## config.mk

```make
export PLATFORM = sky130hd
export DESIGN_NAME = calc_seq_ctrl
export DESIGN_NICKNAME = d
export VERILOG_FILES = /design/src/rtl/calc_pkg.sv /design/src/rtl/calc_seq_watchdog.sv /design/src/rtl/calc_seq_ctrl.sv
export SDC_FILE = /design/constraint.sdc
export NUM_CORES = 1
export LEC_CHECK = 0
export ABC_AREA = 1
export CAP_MARGIN = 20
export CORE_AREA = 3 3 72 74
export DETAILED_ROUTE_END_ITERATION = 6
export DIE_AREA = 0 0 75 77
export GPL_ROUTABILITY_DRIVEN = 1
export GPL_TIMING_DRIVEN = 0
export PLACE_DENSITY = 0.83
export SKIP_LAST_GASP = 1
export SLEW_MARGIN = 20
export SYNTH_ARGS = -nofsm -noshare
export SYNTH_HDL_FRONTEND = slang
export SYNTH_HIERARCHICAL = 1
export SYNTH_SLANG_ARGS = --single-unit
```

## constraint.sdc

```tcl
create_clock -name clk -period 3.6 [get_ports clk]
set_input_delay 0.72 -clock clk [delete_from_list [all_inputs] [get_ports clk]]
set_output_delay 0.72 -clock clk [all_outputs]
set_load 0.02 [all_outputs]
```

## src/rtl/calc_pkg.sv

```systemverilog
// Shared definitions for the I2C calculator command sequencer.
// Holds the sequencer state encoding, the status-byte bit positions, the
// operation encoding understood by the calculator datapath, and the read
// pointer values used when serving I2C read bytes.
package calc_pkg;

    // Sequencer states: opcode byte, operand A, operand B, wait for STOP, run.
    typedef enum logic [2:0] {
        ST_IDLE  = 3'd0,
        ST_GET_A = 3'd1,
        ST_GET_B = 3'd2,
        ST_ARMED = 3'd3,
        ST_RUN   = 3'd4
    } seq_state_e;

    // Bit positions inside the status byte.
    localparam int unsigned STAT_BUSY      = 7;
    localparam int unsigned STAT_DONE      = 6;
    localparam int unsigned STAT_CERR      = 5;
    localparam int unsigned STAT_FRAME_ERR = 4;
    localparam int unsigned STAT_OVERRUN   = 3;
    localparam int unsigned STAT_COLLISION = 2;
    localparam int unsigned STAT_TIMEOUT   = 1;

    // Operation codes shared with the calculator datapath.
    localparam logic [2:0] OP_ADD = 3'd0;
    localparam logic [2:0] OP_SUB = 3'd1;
    localparam logic [2:0] OP_MUL = 3'd2;
    localparam logic [2:0] OP_DIV = 3'd3;
    localparam logic [2:0] OP_MOD = 3'd4;
    localparam logic [2:0] OP_AND = 3'd5;
    localparam logic [2:0] OP_OR  = 3'd6;
    localparam logic [2:0] OP_XOR = 3'd7;

    // Read pointer values: which byte the next tx_req serves.
    localparam logic [1:0] PTR_STATUS = 2'd0;
    localparam logic [1:0] PTR_RES_HI = 2'd1;
    localparam logic [1:0] PTR_RES_LO = 2'd2;

    // An opcode byte is legal only when its upper five bits are zero.
    function automatic logic op_byte_ok(input logic [7:0] b);
        return (b[7:3] == 5'd0);
    endfunction

endpackage

```

## src/rtl/calc_seq_watchdog.sv

```systemverilog
// Watchdog counter for the calculator sequencer.
// Counts enabled cycles since the last clear and flags expiry on the
// LIMIT-th enabled cycle (the cycle whose count equals LIMIT-1).
// Ports:
//   clk, rst  : clock, synchronous active-high reset
//   clr       : restart the count from zero
//   en        : count this cycle
//   expired   : high while enabled and LIMIT cycles have elapsed
module calc_seq_watchdog #(
    parameter int unsigned LIMIT = 1024
) (
    input  logic clk,
    input  logic rst,
    input  logic clr,
    input  logic en,
    output logic expired
);

    localparam logic [15:0] LAST_C = 16'(LIMIT - 1);

    logic [15:0] cnt_r;

    assign expired = en && (cnt_r == LAST_C);

    // Cycle counter; saturates at the expiry value until cleared.
    always_ff @(posedge clk) begin
        if (rst) begin
            cnt_r <= 16'd0;
        end else if (clr) begin
            cnt_r <= 16'd0;
        end else if (en && !expired) begin
            cnt_r <= cnt_r + 16'd1;
        end else begin
            cnt_r <= cnt_r;
        end
    end

endmodule

```

## src/rtl/calc_seq_ctrl.sv

```systemverilog
// Command sequencer between the I2C target byte interface and the
// calculator datapath. Assembles an opcode/A/B write frame, launches the
// calculator on STOP, latches the 16-bit result and serves status and
// result bytes on I2C reads.
// Optional feature: define CALC_SEQ_TIMEOUT_EN to add a watchdog that
// aborts an operation after TIMEOUT_CYCLES cycles without calc_done.
// Ports:
//   clk, rst                 : clock, synchronous active-high reset
//   rx_valid, rx_data        : received write byte strobe and data
//   i2c_stop                 : STOP / repeated START pulse
//   rd_start, tx_req         : read addressed pulse, next read byte request
//   tx_data                  : registered read byte
//   calc_op, calc_a, calc_b  : operation and operands to the calculator
//   calc_start               : one-cycle launch pulse
//   calc_done, calc_result,
//   calc_err                 : completion pulse, result and error flag
//   busy                     : operation in flight
module calc_seq_ctrl
    import calc_pkg::*;
#(
    parameter int unsigned TIMEOUT_CYCLES = 1024
) (
    input  logic        clk,
    input  logic        rst,
    input  logic        rx_valid,
    input  logic [7:0]  rx_data,
    input  logic        i2c_stop,
    input  logic        rd_start,
    input  logic        tx_req,
    output logic [7:0]  tx_data,
    output logic [2:0]  calc_op,
    output logic [7:0]  calc_a,
    output logic [7:0]  calc_b,
    output logic        calc_start,
    input  logic        calc_done,
    input  logic [15:0] calc_result,
    input  logic        calc_err,
    output logic        busy
);

    seq_state_e  state_r;
    logic        drop_r;
    logic        done_r;
    logic        cerr_r;
    logic        ferr_r;
    logic        ovr_r;
    logic        col_r;
    logic        to_r;
    logic [15:0] res_r;
    logic [1:0]  ptr_r;

    logic [7:0]  status_s;
    logic [1:0]  ptr_eff_s;
    logic        wd_expired_s;

`ifdef CALC_SEQ_TIMEOUT_EN
    calc_seq_watchdog #(
        .LIMIT (TIMEOUT_CYCLES)
    ) u_watchdog (
        .clk     (clk),
        .rst     (rst),
        .clr     (state_r != ST_RUN),
        .en      (state_r == ST_RUN),
        .expired (wd_expired_s)
    );
`else
    // No watchdog: RUN only ends on calc_done.
    assign wd_expired_s = 1'b0 & (TIMEOUT_CYCLES != 0);
`endif

    // Status byte and effective read pointer (rd_start takes precedence).
    always_comb begin
        status_s = {busy, done_r, cerr_r, ferr_r, ovr_r, col_r, to_r, 1'b0};
        if (rd_start) begin
            ptr_eff_s = PTR_STATUS;
        end else begin
            ptr_eff_s = ptr_r;
        end
    end

    // Read port, frame FSM and flags. Flag clears from reads come first so
    // that a set from the FSM in the same cycle wins.
    always_ff @(posedge clk) begin
        if (rst) begin
            state_r    <= ST_IDLE;
            drop_r     <= 1'b0;
            done_r     <= 1'b0;
            cerr_r     <= 1'b0;
            ferr_r     <= 1'b0;
            ovr_r      <= 1'b0;
            col_r      <= 1'b0;
            to_r       <= 1'b0;
            res_r      <= 16'd0;
            ptr_r      <= PTR_STATUS;
            tx_data    <= 8'd0;
            calc_op    <= 3'd0;
            calc_a     <= 8'd0;
            calc_b     <= 8'd0;
            calc_start <= 1'b0;
            busy       <= 1'b0;
        end else begin
            calc_start <= 1'b0;

            if (tx_req) begin
                case (ptr_eff_s)
                    PTR_STATUS: begin
                        tx_data <= status_s;
                        ferr_r  <= 1'b0;
                        ovr_r   <= 1'b0;
                        col_r   <= 1'b0;
                        to_r    <= 1'b0;
                        ptr_r   <= PTR_RES_HI;
                    end
                    PTR_RES_HI: begin
                        tx_data <= res_r[15:8];
                        ptr_r   <= PTR_RES_LO;
                    end
                    PTR_RES_LO: begin
                        tx_data <= res_r[7:0];
                        done_r  <= 1'b0;
                        ptr_r   <= PTR_STATUS;
                    end
                    default: begin
                        tx_data <= status_s;
                        ptr_r   <= PTR_STATUS;
                    end
                endcase
            end else begin
                ptr_r <= ptr_eff_s;
            end

            // A STOP ends any dropping of a bad frame's trailing bytes.
            if (i2c_stop) begin
                drop_r <= 1'b0;
            end

            case (state_r)
                ST_IDLE: begin
                    if (rx_valid && !drop_r) begin
                        if (op_byte_ok(rx_data)) begin
                            calc_op <= rx_data[2:0];
                            if (i2c_stop) begin
                                ferr_r  <= 1'b1;
                                state_r <= ST_IDLE;
                            end else begin
                                state_r <= ST_GET_A;
                            end
                        end else begin
                            ferr_r  <= 1'b1;
                            state_r <= ST_IDLE;
                            if (!i2c_stop) begin
                                drop_r <= 1'b1;
                            end
                        end
                    end else begin
                        state_r <= ST_IDLE;
                    end
                end
                ST_GET_A: begin
                    if (rx_valid) begin
                        calc_a <= rx_data;
                    end
                    if (i2c_stop) begin
                        ferr_r  <= 1'b1;
                        state_r <= ST_IDLE;
                    end else if (rx_valid) begin
                        state_r <= ST_GET_B;
                    end else begin
                        state_r <= ST_GET_A;
                    end
                end
                ST_GET_B: begin
                    if (rx_valid) begin
                        calc_b <= rx_data;
                    end
                    if (i2c_stop && rx_valid) begin
                        // B byte and STOP together complete a valid frame.
                        calc_start <= 1'b1;
                        busy       <= 1'b1;
                        state_r    <= ST_RUN;
                    end else if (i2c_stop) begin
                        ferr_r  <= 1'b1;
                        state_r <= ST_IDLE;
                    end else if (rx_valid) begin
                        state_r <= ST_ARMED;
                    end else begin
                        state_r <= ST_GET_B;
                    end
                end
                ST_ARMED: begin
                    if (rx_valid) begin
                        ovr_r <= 1'b1;
                    end
                    if (i2c_stop) begin
                        calc_start <= 1'b1;
                        busy       <= 1'b1;
                        state_r    <= ST_RUN;
                    end else begin
                        state_r <= ST_ARMED;
                    end
                end
                ST_RUN: begin
                    if (rx_valid) begin
                        col_r <= 1'b1;
                    end
                    if (calc_done) begin
                        res_r   <= calc_result;
                        cerr_r  <= calc_err;
                        done_r  <= 1'b1;
                        busy    <= 1'b0;
                        state_r <= ST_IDLE;
                    end else if (wd_expired_s) begin
                        to_r    <= 1'b1;
                        res_r   <= 16'hFFFF;
                        busy    <= 1'b0;
                        state_r <= ST_IDLE;
                    end else begin
                        state_r <= ST_RUN;
                    end
                end
                default: begin
                    busy    <= 1'b0;
                    state_r <= ST_IDLE;
                end
            endcase
        end
    end

endmodule

```

==> flow_summary.json, run 1 <==
{
  "grt_pass1_vias": 2099,
  "post-cts-setup-buffer-count": 0,
  "gr-total-overflow": 0,
  "synth_cell_types": 27,
  "relSlewSlack_pct": 61.8,
  "cp-end-kind": "register",
  "path_clk_slew_ns": 0.10,
  "p_leak_uw": 0.00117,
  "grt_max_degree": 17,
  "worstSetupStartpoint": "rd_start",
  "drt_iter0_markers": 230,
  "fmax_ghz": 0.445,
  "pwr-share-seq_pct": 55.1,
  "p_int_uw": 887,
  "rsz0062_at_grt": "false",
  "pre_cts_ws_ns": 1.06,
  "area_delta_synth_final_pct": 33.2,
  "period_minus_slack_ns": 2.24,
  "start_kind": "input pin",
  "netlist_instances": 307,
  "post-route-cell-area_um2": 3070,
  "grt_pass1_wl_um": 9720,
  "n_antenna_cell": 0,
  "vias": 2248,
  "final-hold-violation-count": 0,
  "regArea_um2": 1120,
  "hp-class": "reg2reg",
  "clk_path_buf_depth": 2,
  "finalSetupViolCount": 0,
  "die_x_um": 75,
  "drtPass1Iterations": 4,
  "final_nets": 408,
  "ys_top_cells_by_count": "nand2_1 (64), dfxtp_1 (56), a21oi_1 (36)",
  "antenna_found_initial": 0,
  "power_frac_clock_pct": 35.4,
  "cap_violations": 0,
  "port_buffers": 59,
  "synth_edf_count": 0,
  "seq_area_frac_synth_pct": 48.6,
  "ctsResizeCount": 0,
  "tightest_slew_ns": 0.570,
  "p_switching_uw": 261,
  "ys_ff_latch": 56,
  "start_util_pct": 49.5,
  "ctsHtreeMaxLevel": 2,
  "power_density_nw_per_um2": 373,
  "cts_tree": "built",
  "synth_top_area_cell": "dfxtp_1",
  "worstSetupPathType": "in2reg",
  "postCtsHoldBufs": 0,
  "dp_hpwl_um": 4290,
  "r2r_slack_ns": 1.95,
  "layout_setup_ws_ns": 1.36,
  "critPathArrivalTime_ns": 2.49,
  "syn-num-nets": 342,
  "core_um2": 4660,
  "synth_most_common_cell": "nand2_1",
  "period_share_pct": 62.4,
  "io_pins": 61,
  "netlist_area_um2": 2310,
  "clk_latency_ns": 0.31,
  "remaining_drc_errors": 0,
  "cts_made_buffers": 5,
  "place_congestion": 0.850,
  "fin_tns_setup_ns": 0,
  "hp-start": "cerr_r",
  "die_area_um2": 5780,
  "placed_area_um2": 2970,
  "fin_util_pct": 66.0,
  "slew_viol_final": 0,
  "syn_avg_cell_area_um2": 7.52,
  "fin_skew_ns": 0.00551,
  "sw_frac_of_total_pct": 22.7,
  "clock_sinks": 56,
  "die_y_um": 77,
  "cp.required_ns": 3.84,
  "peakVddDrop_v": 0.000233,
  "rows": 25,
  "p_comb_share_pct": 9.5,
  "root_buffer": "clkbuf_8",
  "viasPerCell": 5.25,
  "rr_startpoint": "ptr_r[0]",
  "wl_um": 5810,
  "n_fill_cell": 393,
  "grt_usage_pct": 21.6,
  "layout-drive-gt1-share_pct": 6.42,
  "ys.flop_type": "dfxtp_1",
  "multi_input_area_um2": 1010,
  "ys_warn_count": 6,
  "crit_path_max_fanout": 8,
  "total_power_uw": 1150,
  "final_antenna_net_count": 0,
  "async_flop_share_pct": 0,
  "routedWlPerCell_um": 13.6,
  "outcome": "complete, no violations",
  "synth_top_cell_area_share_pct": 48.6,
  "synth_area_leaders": "dfxtp_1 (49%), nand2_1 (10%), a21oi_1 (7.8%), nand3_1 (5.6%), nor2_1 (5.2%)"
}
==> power by group through the flow <==
stage / clock, uW / sequential (uW) / combinational, uW
floorplan: 0 / 652 / 41.0
global placement: 0 / 646 / 107
detailed placement: 0 / 646 / 109
CTS: 407 / 632 / 109
global route: 428 / 633 / 120
finish: 406 / 632 / 110
==> sequential cells by signal, indices dropped and copies added (netlist names) <==
| register | count |
|---|---|
| done_r | 1 |
| busy | 1 |
| calc_start | 1 |
| state_r | 3 |
| cerr_r | 1 |
| drop_r | 1 |
| calc_b | 8 |
| ptr_r | 2 |
| ovr_r | 1 |
| ferr_r | 1 |
| tx_data | 8 |
| col_r | 1 |
| calc_op | 3 |
| calc_a | 8 |
| res_r | 16 |
==> critical path, stage by stage <==
cell and delay (ns):
clkdlybuf4s50_1 0.45, inv_1 0.04, nand2_1 0.11, inv_1 0.07, ha_1 0.34, nor2_1 0.48
nand2_1 0.12, a21oi_1 0.14
==> cells in the final DEF (no fill, tap or decap), drive strengths merged <==
cell and count:
o211ai 2, nor3 3, o221ai 4, a21oi 36, nand3 26, a21o 1, nand2 66, bufinv 1
o21ai 23, buf 7, a31oi 8, clkdlybuf4s50 59, nor2 34, dfxtp 56, clkinv 1, ha 3
o22ai 2, clkbuf 13, inv 28, or2 1
==> worst paths after layout <==
| kind | to | cells after the start |
|---|---|---|
| setup reg to reg | tx_data[0] | 6 |
| hold reg to reg | cerr_r | 2 |
| hold / removal | cerr_r | 2 |
| setup / recovery | tx_data[0] | 8 |
==> cells by family (layout without fill, tap and decap cells) <==
kind of cell             Yosys count  after routing  share of synthesized area, %
AND/OR/NAND/NOR                  130            130                          24.2
AO/OA/AOI/OAI                     76             76                          18.0
flip-flops                        56             56                          48.6
buffers and inverters             42            109                          7.64
adder cells (fa/ha/maj)            3              3                          1.63
==> metal layers <==
layer	share of wire, %	GRT usage (%)	vias up
li1	-	-	1147
met1	45	29.1	1034
met2	48	33.8	55
met3	4.3	4.06	12
met4	2.2	7.65	0
met5	0	0	-
==> cell type report <==
| class | instances | area share [%] |
|---|---|---|
| Multi-Input combinational cell | 209 | 32.9 |
| Tap cell | 54 | 2.20 |
| Sequential cell | 56 | 36.5 |
| Timing Repair Buffer | 59 | 19.2 |
| Clock inverter | 2 | 1.14 |
| Clock buffer | 6 | 2.36 |
| Inverter | 28 | 3.42 |
| Buffer | 14 | 2.32 |
==> metrics by stage <==
| step | cells | hold WS (ns) |
|---|---|---|
| global placement | 420 | 0.440 |
| floorplan | 307 | 0.429 |
| finish | 428 | 0.465 |
| CTS | 428 | 0.463 |
| detailed placement | 420 | 0.445 |
| global route | 428 | 0.489 |
Power figures use the tool's default switching activity.
==> run 2, diff against run 1 <==
CORE_AREA = 3 3 74 76   (was 3 3 72 74)
DIE_AREA = 0 0 77 79   (was 0 0 75 77)
PLACE_DENSITY = 0.79   (was 0.83)
clock period = 2.3 ns   (was 3.6 ns; I/O delays follow)
==> run 2 against run 1 <==
Net effect:
- register-to-register slack worse by 1.2 ns
- final cell count up 2.8%
- clock power up 23%
- global-route usage down 2.4 points
- wire length down 2.7%
- hold slack worse by 0.0012 ns
- sequential share of layout area up 0.16 points
- critical path depth unchanged
- clock-buffer cell count unchanged
- utilization down 2.0 points
- sequential power up 56%
- largest cell class unchanged
- highest routed layer unchanged
==> flow_summary.json, run 2 (same netlist as run 1, synthesis figures left out) <==
{
  "grt_max_degree": 16,
  "rsz0062_at_grt": "false",
  "n_antenna_cell": 0,
  "ctsHtreeMaxLevel": 2,
  "final_cell_mix": "nand2_1 (64), clkdlybuf4s50_1 (59), dfxtp_1 (56), a21oi_1 (36), nor2_1 (32)",
  "clk_latency_ns": 0.30,
  "final_antenna_net_count": 0,
  "worstSetupPathType": "in2reg",
  "layout.cells.non_filler": 440,
  "die_area_um2": 6080,
  "io_pins": 61,
  "layout_commonest_cell": "nand2_1",
  "crit_path_max_fanout": 8,
  "largest_reg_flops": 16,
  "port_buffers": 59,
  "final-hold-violation-count": 0,
  "grt_pass1_wl_um": 9530,
  "power_density_nw_per_um2": 543,
  "wl_um": 5650,
  "holdWs_ns": 0.464,
  "cts_made_buffers": 5,
  "power_frac_clock_pct": 30.1,
  "routedWlPerCell_um": 12.8,
  "ctsResizeCount": 0,
  "remaining_drc_errors": 0,
  "clk_path_buf_depth": 2,
  "die_x_um": 77,
  "slew_viol_final": 0,
  "core_um2": 4790,
  "pwr-share-seq_pct": 59.6,
  "tightest_slew_ns": 0.554,
  "post-cts-setup-buffer-count": 0,
  "grt_usage_pct": 19.2,
  "clock_sinks": 56,
  "cts_tree": "built",
  "path_clk_slew_ns": 0.09,
  "finalSetupViolCount": 0,
  "start_util_pct": 48.2,
  "antenna_found_initial": 0,
  "vias": 2221,
  "rows": 25,
  "layout-drive-gt1-share_pct": 6.17,
  "p_int_uw": 1270,
  "relSlewSlack_pct": 63.0,
  "grt_pass1_vias": 2055,
  "p_comb_share_pct": 10.3,
  "n_fill_cell": 430,
  "postCtsHoldBufs": 0,
  "placed_area_um2": 2980,
  "start_kind": "input pin",
  "drtPass1Iterations": 4,
  "cap_violations": 0,
  "place_congestion": 0.822,
  "period_minus_slack_ns": 1.94,
  "place_inst": 433,
  "largest-register": "res_r",
  "area_delta_synth_final_pct": 32.6,
  "period_share_pct": 84.5,
  "peakVddDrop_v": 0.000330,
  "critPathArrivalTime_ns": 2.18,
  "fmax_ghz": 0.514,
  "fin_skew_ns": 0.00554,
  "die_y_um": 79,
  "post-route-cell-area_um2": 3060,
  "drt_iter0_markers": 158,
  "dp_hpwl_um": 4250,
  "cp-end-kind": "register",
  "viasPerCell": 5.05,
  "outcome": "complete, no violations",
  "final_nets": 408,
  "p_leak_uw": 0.00116,
  "fin_tns_setup_ns": 0,
  "sw_frac_of_total_pct": 23.4,
  "cp.required_ns": 2.53,
  "root_buffer": "clkbuf_8",
  "hp-class": "reg2reg",
  "gr-total-overflow": 0,
  "p_switching_uw": 388
}
[run 2: path summary, 6_finish.rpt]
kind           endpoint  slack [ns]  startpoint  cells past startpoint
max reg2reg  tx_data[1]        0.71    ptr_r[0]                      6
min            res_r[0]        0.46    res_r[0]                      2
min reg2reg    res_r[0]        0.46    res_r[0]                      2
max          tx_data[1]        0.36    rd_start                      8
[run 2: layout make-up]
cell class | count | area, um2 | share of cell area, %
sequential | 56 | 1120 | 36.6
clock inverter | 1 | 5.00 | 0.164
clock buffer | 6 | 72.6 | 2.37
buffer | 14 | 71.3 | 2.33
multi-input combinational | 209 | 1010 | 33.0
timing repair buffer | 59 | 591 | 19.3
tap | 67 | 83.8 | 2.74
inverter | 28 | 105 | 3.43
[run 2: through the flow]
step	util (%)	total power, uW	worst slack (ns)
floorplan	-	1080	0.775
global placement	62.3	1180	0.0892
detailed placement	62.3	1180	0.0507
CTS	63.9	1670	0.361
global route	63.9	1720	0.203
finish	63.9	1660	0.356
[run 2: critical path, stage by stage]
cell and delay (ns):
clkdlybuf4s50_1 0.45, inv_1 0.04, nand2_1 0.10, inv_1 0.07, ha_1 0.34, nor2_1 0.46, nand2_1 0.11, a21oi_1 0.13
[run 2: power groups by stage]
stage / clock network, uW / registers [uW] / logic, uW
finish: 500 / 989 / 172
global route: 542 / 991 / 188
CTS: 506 / 989 / 172
detailed placement: 0 / 1010 / 171
global placement: 0 / 1010 / 169
floorplan: 0 / 1020 / 64.2
[run 2: layer usage]
metal | global-route usage [%] | share of wire, % | up-vias
met5 | 0 | 0 | -
met4 | 6.05 | 0.71 | 0
met3 | 2.83 | 4.8 | 2
met2 | 32.2 | 48 | 60
met1 | 25.5 | 47 | 1012
li1 | - | - | 1147
